<file path="config.mk">
export PLATFORM = sky130hd
export DESIGN_NAME = cacheline_mem_arbiter_flat
export DESIGN_NICKNAME = d
export VERILOG_FILES = /design/src/rtl/cacheline_mem_arbiter_if.sv /design/src/rtl/cacheline_mem_arbiter.sv /design/src/flat_wrapper.sv
export SDC_FILE = /design/constraint.sdc
export NUM_CORES = 2
export LEC_CHECK = 0
export CORE_AREA = 2 2 535 537
export CTS_BUF_LIST = sky130_fd_sc_hd__clkbuf_16
export CTS_CLUSTER_DIAMETER = 100
export DETAILED_ROUTE_END_ITERATION = 16
export DIE_AREA = 0 0 537 539
export SLEW_MARGIN = 25
export SYNTH_ARGS = -nofsm -noshare
export SYNTH_HDL_FRONTEND = slang
export SYNTH_SLANG_ARGS = --single-unit
export TNS_END_PERCENT = 50
</file>
<file path="constraint.sdc">
create_clock -name clk -period 2.74 [get_ports clk]
set_input_delay 0.274 -clock clk [delete_from_list [all_inputs] [get_ports clk]]
set_output_delay 0.274 -clock clk [all_outputs]
set_load 0.005 [all_outputs]
</file>
<file path="src/rtl/cacheline_mem_arbiter_if.sv">
// Bundle of the I-cache, D-cache and memory-side signals around the line arbiter.
// master is the arbiter's view; slave is the caches-plus-memory view.
interface cacheline_mem_arbiter_if #(
    parameter int ADDR_WIDTH = 32,
    parameter int LINE_WIDTH = 256
);
    logic                  i_read;
    logic [ADDR_WIDTH-1:0] i_addr;
    logic [LINE_WIDTH-1:0] i_rdata;
    logic                  i_resp;

    logic                  d_read;
    logic                  d_write;
    logic [ADDR_WIDTH-1:0] d_addr;
    logic [LINE_WIDTH-1:0] d_wdata;
    logic [LINE_WIDTH-1:0] d_rdata;
    logic                  d_resp;

    logic                  mem_read;
    logic                  mem_write;
    logic [ADDR_WIDTH-1:0] mem_addr;
    logic [LINE_WIDTH-1:0] mem_wdata;
    logic [LINE_WIDTH-1:0] mem_rdata;
    logic                  mem_resp;

    modport master (
        input  i_read, i_addr, d_read, d_write, d_addr, d_wdata, mem_rdata, mem_resp,
        output i_rdata, i_resp, d_rdata, d_resp, mem_read, mem_write, mem_addr, mem_wdata
    );

    modport slave (
        output i_read, i_addr, d_read, d_write, d_addr, d_wdata, mem_rdata, mem_resp,
        input  i_rdata, i_resp, d_rdata, d_resp, mem_read, mem_write, mem_addr, mem_wdata
    );
endinterface

</file>
<file path="src/rtl/cacheline_mem_arbiter.sv">
// Serialises I-cache and D-cache full-line transactions onto one memory port.
// Define MEM_ARB_ROUND_ROBIN_EN for round-robin ties; otherwise D-cache has fixed priority.
module cacheline_mem_arbiter #(
    parameter int ADDR_WIDTH = 32,
    parameter int LINE_WIDTH = 256
) (
    input  logic                    clk,
    input  logic                    rst,
    cacheline_mem_arbiter_if.master bus
);
    typedef enum logic [1:0] {IDLE, BUSY, RESP} state_e;

    // owner/last_owner: 1 = D-cache, 0 = I-cache; op: 1 = write
    state_e                state_q, state_d;
    logic                  owner_q, owner_d;
    logic                  last_owner_q, last_owner_d;
    logic                  op_q, op_d;
    logic [ADDR_WIDTH-1:0] addr_q, addr_d;
    logic [LINE_WIDTH-1:0] wdata_q, wdata_d;
    logic [LINE_WIDTH-1:0] i_rdata_q, i_rdata_d;
    logic [LINE_WIDTH-1:0] d_rdata_q, d_rdata_d;

    logic i_req, d_req, grant_d;

    always_comb begin
        i_req = bus.i_read;
        d_req = bus.d_read | bus.d_write;
`ifdef MEM_ARB_ROUND_ROBIN_EN
        // on a tie, D wins only if I was served last
        grant_d = d_req & (~i_req | ~last_owner_q);
`else
        grant_d = d_req;
`endif
    end

    always_comb begin
        state_d      = state_q;
        owner_d      = owner_q;
        last_owner_d = last_owner_q;
        op_d         = op_q;
        addr_d       = addr_q;
        wdata_d      = wdata_q;
        i_rdata_d    = i_rdata_q;
        d_rdata_d    = d_rdata_q;
        unique case (state_q)
            IDLE: begin
                if (i_req | d_req) begin
                    owner_d = grant_d;
                    op_d    = grant_d & bus.d_write;
                    addr_d  = grant_d ? bus.d_addr : bus.i_addr;
                    wdata_d = (grant_d & bus.d_write) ? bus.d_wdata : '0;
                    state_d = BUSY;
                end
            end
            BUSY: begin
                if (bus.mem_resp) begin
                    last_owner_d = owner_q;
                    // each side keeps its own copy so the idle side's data holds
                    if (owner_q) d_rdata_d = bus.mem_rdata;
                    else         i_rdata_d = bus.mem_rdata;
                    state_d = RESP;
                end
            end
            RESP:    state_d = IDLE;
            default: state_d = IDLE;
        endcase
    end

    always_ff @(posedge clk) begin
        if (rst) begin
            state_q      <= IDLE;
            owner_q      <= 1'b0;
            last_owner_q <= 1'b0;
            op_q         <= 1'b0;
            addr_q       <= '0;
            wdata_q      <= '0;
            i_rdata_q    <= '0;
            d_rdata_q    <= '0;
        end else begin
            state_q      <= state_d;
            owner_q      <= owner_d;
            last_owner_q <= last_owner_d;
            op_q         <= op_d;
            addr_q       <= addr_d;
            wdata_q      <= wdata_d;
            i_rdata_q    <= i_rdata_d;
            d_rdata_q    <= d_rdata_d;
        end
    end

    assign bus.mem_read  = (state_q == BUSY) & ~op_q;
    assign bus.mem_write = (state_q == BUSY) &  op_q;
    assign bus.mem_addr  = addr_q;
    assign bus.mem_wdata = wdata_q;
    assign bus.i_resp    = (state_q == RESP) & ~owner_q;
    assign bus.d_resp    = (state_q == RESP) &  owner_q;
    assign bus.i_rdata   = i_rdata_q;
    assign bus.d_rdata   = d_rdata_q;
endmodule

</file>
<file path="src/flat_wrapper.sv">
// flat-port wrapper written by rule: the top's interface ports become plain ports
module cacheline_mem_arbiter_flat 
#(
    parameter int ADDR_WIDTH = 32,
    parameter int LINE_WIDTH = 256
)
  (clk, rst, bus_i_read, bus_i_addr, bus_d_read, bus_d_write, bus_d_addr, bus_d_wdata, bus_mem_rdata, bus_mem_resp, bus_i_rdata, bus_i_resp, bus_d_rdata, bus_d_resp, bus_mem_read, bus_mem_write, bus_mem_addr, bus_mem_wdata);
  cacheline_mem_arbiter_if #(.ADDR_WIDTH(ADDR_WIDTH), .LINE_WIDTH(LINE_WIDTH)) bus_i ();
  input  logic clk;
  input  logic rst;
  input wire logic [$bits(bus_i.i_read)-1:0] bus_i_read;
  input wire logic [$bits(bus_i.i_addr)-1:0] bus_i_addr;
  input wire logic [$bits(bus_i.d_read)-1:0] bus_d_read;
  input wire logic [$bits(bus_i.d_write)-1:0] bus_d_write;
  input wire logic [$bits(bus_i.d_addr)-1:0] bus_d_addr;
  input wire logic [$bits(bus_i.d_wdata)-1:0] bus_d_wdata;
  input wire logic [$bits(bus_i.mem_rdata)-1:0] bus_mem_rdata;
  input wire logic [$bits(bus_i.mem_resp)-1:0] bus_mem_resp;
  output wire logic [$bits(bus_i.i_rdata)-1:0] bus_i_rdata;
  output wire logic [$bits(bus_i.i_resp)-1:0] bus_i_resp;
  output wire logic [$bits(bus_i.d_rdata)-1:0] bus_d_rdata;
  output wire logic [$bits(bus_i.d_resp)-1:0] bus_d_resp;
  output wire logic [$bits(bus_i.mem_read)-1:0] bus_mem_read;
  output wire logic [$bits(bus_i.mem_write)-1:0] bus_mem_write;
  output wire logic [$bits(bus_i.mem_addr)-1:0] bus_mem_addr;
  output wire logic [$bits(bus_i.mem_wdata)-1:0] bus_mem_wdata;
  assign bus_i.i_read = bus_i_read;
  assign bus_i.i_addr = bus_i_addr;
  assign bus_i.d_read = bus_d_read;
  assign bus_i.d_write = bus_d_write;
  assign bus_i.d_addr = bus_d_addr;
  assign bus_i.d_wdata = bus_d_wdata;
  assign bus_i.mem_rdata = bus_mem_rdata;
  assign bus_i.mem_resp = bus_mem_resp;
  assign bus_i_rdata = bus_i.i_rdata;
  assign bus_i_resp = bus_i.i_resp;
  assign bus_d_rdata = bus_i.d_rdata;
  assign bus_d_resp = bus_i.d_resp;
  assign bus_mem_read = bus_i.mem_read;
  assign bus_mem_write = bus_i.mem_write;
  assign bus_mem_addr = bus_i.mem_addr;
  assign bus_mem_wdata = bus_i.mem_wdata;
  cacheline_mem_arbiter #(.ADDR_WIDTH(ADDR_WIDTH), .LINE_WIDTH(LINE_WIDTH)) u_core (.clk(clk), .rst(rst), .bus(bus_i));
endmodule
</file>
==> results.py <==
metrics = {
    "critical_path": {
        "timing.critical_path.fanout_max": 32,
        "cpMostUsedCell": "buf_4",
        "top_cell_family_by_delay_on_the_critical_path": "buffers and inverters",
        "cp_slowest_cell": "dlygate4sd3_1",
        "arrival_ns": 3.24,
        "cp_num_buf_inv": 3,
        "critPathCaptureType": "flop",
        "crit_path_start": "u_core.state_q[0]$_SDFFE_PP0P_",
        "worst_r2r_endpoint": "u_core.bus.mem_addr[26]$_SDFFE_PP0P_",
        "worst-r2r-cell-count": 6,
        "r2r-start": "u_core.state_q[0]$_SDFFE_PP0P_",
        "reg2reg_slack_ns": 0.23,
        "worst_setup_path_start_kind": "flop",
        "critical_path_max_stage_delay_ns": 0.61,
        "critPathKind": "reg2reg",
        "worst_ep_required_time_ns": 3.47,
        "path_cells": "or2_4, buf_4, nor2_2, buf_4, a311oi_1, dlygate4sd3_1",
    },
    "run": {
        "maxCapViolations": 0,
    },
    "min_path": {
        "hold_end": "u_core.bus.mem_addr[15]$_SDFFE_PP0P_",
        "min_from": "bus_d_addr[15]",
        "hold_depth": 3,
        "hold_class": "in2reg",
    },
    "clocking": {
        "tritoncts_clock_tree": "yes",
        "clockBufferDepth": 4,
        "clk_root_buffer_cell": "clkbuf_16",
        "clkLatencyLatePin_ns": 0.79,
        "cts.clk_slew.worst_paths_ns": 0.06,
        "numClockSinks": 804,
        "clock_tree.htree_level_count": 3,
        "cts_buffers": 101,
    },
    "finish": {
        "layout.cells.non_filler": 9062,
        "n_fill_cell": 31800,
        "final_core_util_pct": 18.6,
        "area_growth_pct": 85.1,
        "final_layout_size_suffix_gt1_share_pct": 5.11,
        "design.final.nets": 5736,
    },
    "route": {
        "first_pass_iters": 7,
        "routed_wl_um": 218000,
        "drcViolationCount": 0,
        "dr.first_iter.drc_count": 2141,
        "viasPerCell": 3.58,
        "number_of_nets_still_failing_antenna_checks_after_routing": 0,
        "detail_route.wl_per_cell_um": 24.1,
        "dr_total_vias": 32400,
    },
    "floorplanning": {
        "num_rows": 196,
        "floorplan.initialDensity_pct": 10.1,
        "boundary_pins": 1386,
        "die_w_um": 537,
        "coreArea_um2": 284000,
        "die-height_um": 539,
        "floorplan.die_area_um2": 289000,
    },
    "timing": {
        "final.setup_skew_ns": 0.0238,
        "finalSetupViolations": 0,
        "number_of_max_slew_violations_in_the_final_report": 0,
        "whs_ns": 0.0775,
        "slew_margin_rel_pct": 50.0,
        "finalSetupTns_ns": 0,
        "timing.final.crit_period_ns": 2.51,
        "grt_setup_unrepaired": "no",
        "timing_hold_violations_final": 0,
        "fin_crit_sh_pct": 91.7,
        "max_slew.worst_pin.slew_ns": 0.747,
        "max_clock_freq_ghz": 0.398,
    },
    "synth": {
        "synth_top_cell_by_area": "dfxtp_1",
        "synth-main-ff-cell": "dfxtp_1",
        "yosysTopAreaCellShare_pct": 56.3,
        "synth.net_count": 4152,
        "synthTopCellsByArea": "dfxtp_1 56%, nand2_1 18%, a21oi_1 14%",
        "postSynthCellCount": 3570,
        "ys_ff_latch": 804,
        "synth-seq-area-share_pct": 56.3,
        "synth_async_sr_flop_share_pct": 0,
        "synth_enable_flop_cells": 0,
        "syn-cell-area_um2": 28600,
        "number_of_warnings_reported_in_the_yosys_synthesis_log": 0,
        "avgSynthCellArea_um2": 8.00,
        "synth.distinct_cells": 28,
    },
    "placement": {
        "dp.cells": 8531,
        "dpl.hpwl_um": 179000,
        "gpl.final_weighted_congestion": 0.896,
        "numPortBuffers": 1385,
    },
    "global_routing": {
        "grt_pass1_wl_um": 282000,
        "grt-ovfl-total": 0,
        "antenna_found_initial": 222,
        "groute.usage.overall_pct": 14.3,
        "grt_max_degree": 139,
        "vias_in_the_first_global_route": 30400,
    },
    "power_and_ir_drop": {
        "leakagePower_nw": 17.5,
        "cellPowerDensity_nw_per_um2": 571,
        "peakVddDrop_v": 0.000444,
        "total_power_mw": 30.2,
    },
    "status": {
        "status": "finished, final reports clean",
    },
}
[layer usage]
layer | GRT usage (%) | up-vias | wire (um)
met3 | 8.07 | 550 | 29000
met1 | 15.8 | 15100 | 82700
met5 | 0 | - | 1160
met4 | 7.69 | 180 | 13500
li1 | - | 15000 | -
met2 | 21.6 | 1594 | 91900
[synth_stat cells (all sizes together), types with 2 or more instances]
| master | instances |
|---|---|
| a21oi | 802 |
| a311oi | 32 |
| and3b | 2 |
| buf | 179 |
| clkbuf | 129 |
| dfxtp | 804 |
| nand2 | 1346 |
| nor2 | 4 |
| nor3b | 3 |
| nor4bb | 2 |
| o21ai | 258 |
| or2 | 2 |
[layout by cell type, fill, tap and decap left out, types with 2 or more instances in the layout]
master / netlist / layout
inv_6: 0 / 4
clkbuf_16: 0 / 101
a21oi_1: 802 / 802
clkdlybuf4s50_1: 0 / 1382
bufinv_16: 0 / 6
clkinv_4: 0 / 3
diode_2: 0 / 72
and3b_1: 2 / 2
clkinvlp_4: 0 / 2
buf_4: 50 / 92
clkinv_2: 0 / 10
inv_8: 0 / 3
nor3b_1: 2 / 2
clkinv_8: 0 / 2
clkinv_1: 0 / 26
dlygate4sd3_1: 0 / 282
dfxtp_1: 804 / 802
o21ai_1: 42 / 42
inv_1: 1 / 21
dfxtp_2: 0 / 2
nor2_2: 2 / 3
nand2_1: 1346 / 1346
buf_12: 0 / 31
o21ai_0: 216 / 216
a311oi_1: 32 / 32
[registers in the layout, indices dropped and copies added, names as in the netlist]
register,cells
u_core.bus.mem_wdata,256
u_core.bus.mem_addr,32
u_core.op_q,1
u_core.state_q,2
u_core.owner_q,1
u_core.bus.i_rdata,256
u_core.bus.d_rdata,256
[worst register-to-register path, stage by stage (launching register included)]
cell and delay (ns):
dfxtp_2 0.55, or2_4 0.39, buf_4 0.29, nor2_2 0.06, buf_4 0.24, a311oi_1 0.31
dlygate4sd3_1 0.61
[final cells by class]
| type | instances | area [um2] | share of cell area [%] |
|---|---|---|---|
| flip-flops and latches | 804 | 16100 | 30.4 |
| multi-input cells | 2457 | 10800 | 20.5 |
| clock inverters | 76 | 546 | 1.03 |
| inverters | 1 | 3.75 | 0.00710 |
| repair buffers | 1789 | 18000 | 34.0 |
| diodes | 72 | 180 | 0.341 |
| clock buffers | 101 | 2530 | 4.78 |
| well taps | 3762 | 4710 | 8.90 |
[how the worst max path moves through the flow]
stage                                           endpoint  slack, ns  cells after the start
floorplan           u_core.bus.mem_addr[10]$_SDFFE_PP0P_       1.38                      6
global placement     u_core.bus.i_rdata[39]$_SDFFE_PP0P_       0.46                      6
detailed placement  u_core.bus.i_rdata[141]$_SDFFE_PP0P_       0.40                      6
CTS                                           bus_i_resp       0.06                      2
global route        u_core.bus.mem_addr[27]$_SDFFE_PP0P_       0.12                      6
finish              u_core.bus.mem_addr[26]$_SDFFE_PP0P_       0.23                      6
[what timing repair did]
action | in CTS | in global routing
hold buffers | 282 | 0
hold endpoints to repair | 325 | 0
gates resized for setup | 2 | 1
buffers inserted | 0 | 0
endpoints found under the setup margin | 2 | 1
[stage by stage]
| step | setup slack, ns | cell area (um2) |
|---|---|---|
| 6_report | 0.227 | 52900 |
| 5_1_grt | 0.121 | 52800 |
| 4_1_cts | 0.0591 | 52700 |
| 3_5_place_dp | 0.405 | 46800 |
| 3_3_place_gp | 0.461 | 46800 |
| 2_1_floorplan | 1.38 | 28600 |
[report_power, final]
group | switching [mW] | internal (mW) | total (mW)
combinational | 2.44 | 2.40 | 4.84
sequential | 0.300 | 12.2 | 12.5
clock | 5.62 | 7.24 | 12.9
total | 8.37 | 21.9 | 30.2
[cells by family (layout without fill, tap and decap cells)]
group / Yosys count / after routing / synth area share, %
flops: 804 / 804 / 56.3
simple gates: 1364 / 1364 / 18.2
other cells: 0 / 72 / 0
compound gates: 1093 / 1093 / 19.6
buf+inv: 309 / 1967 / 5.90
No activity file was read; power rests on OpenSTA's default activity.
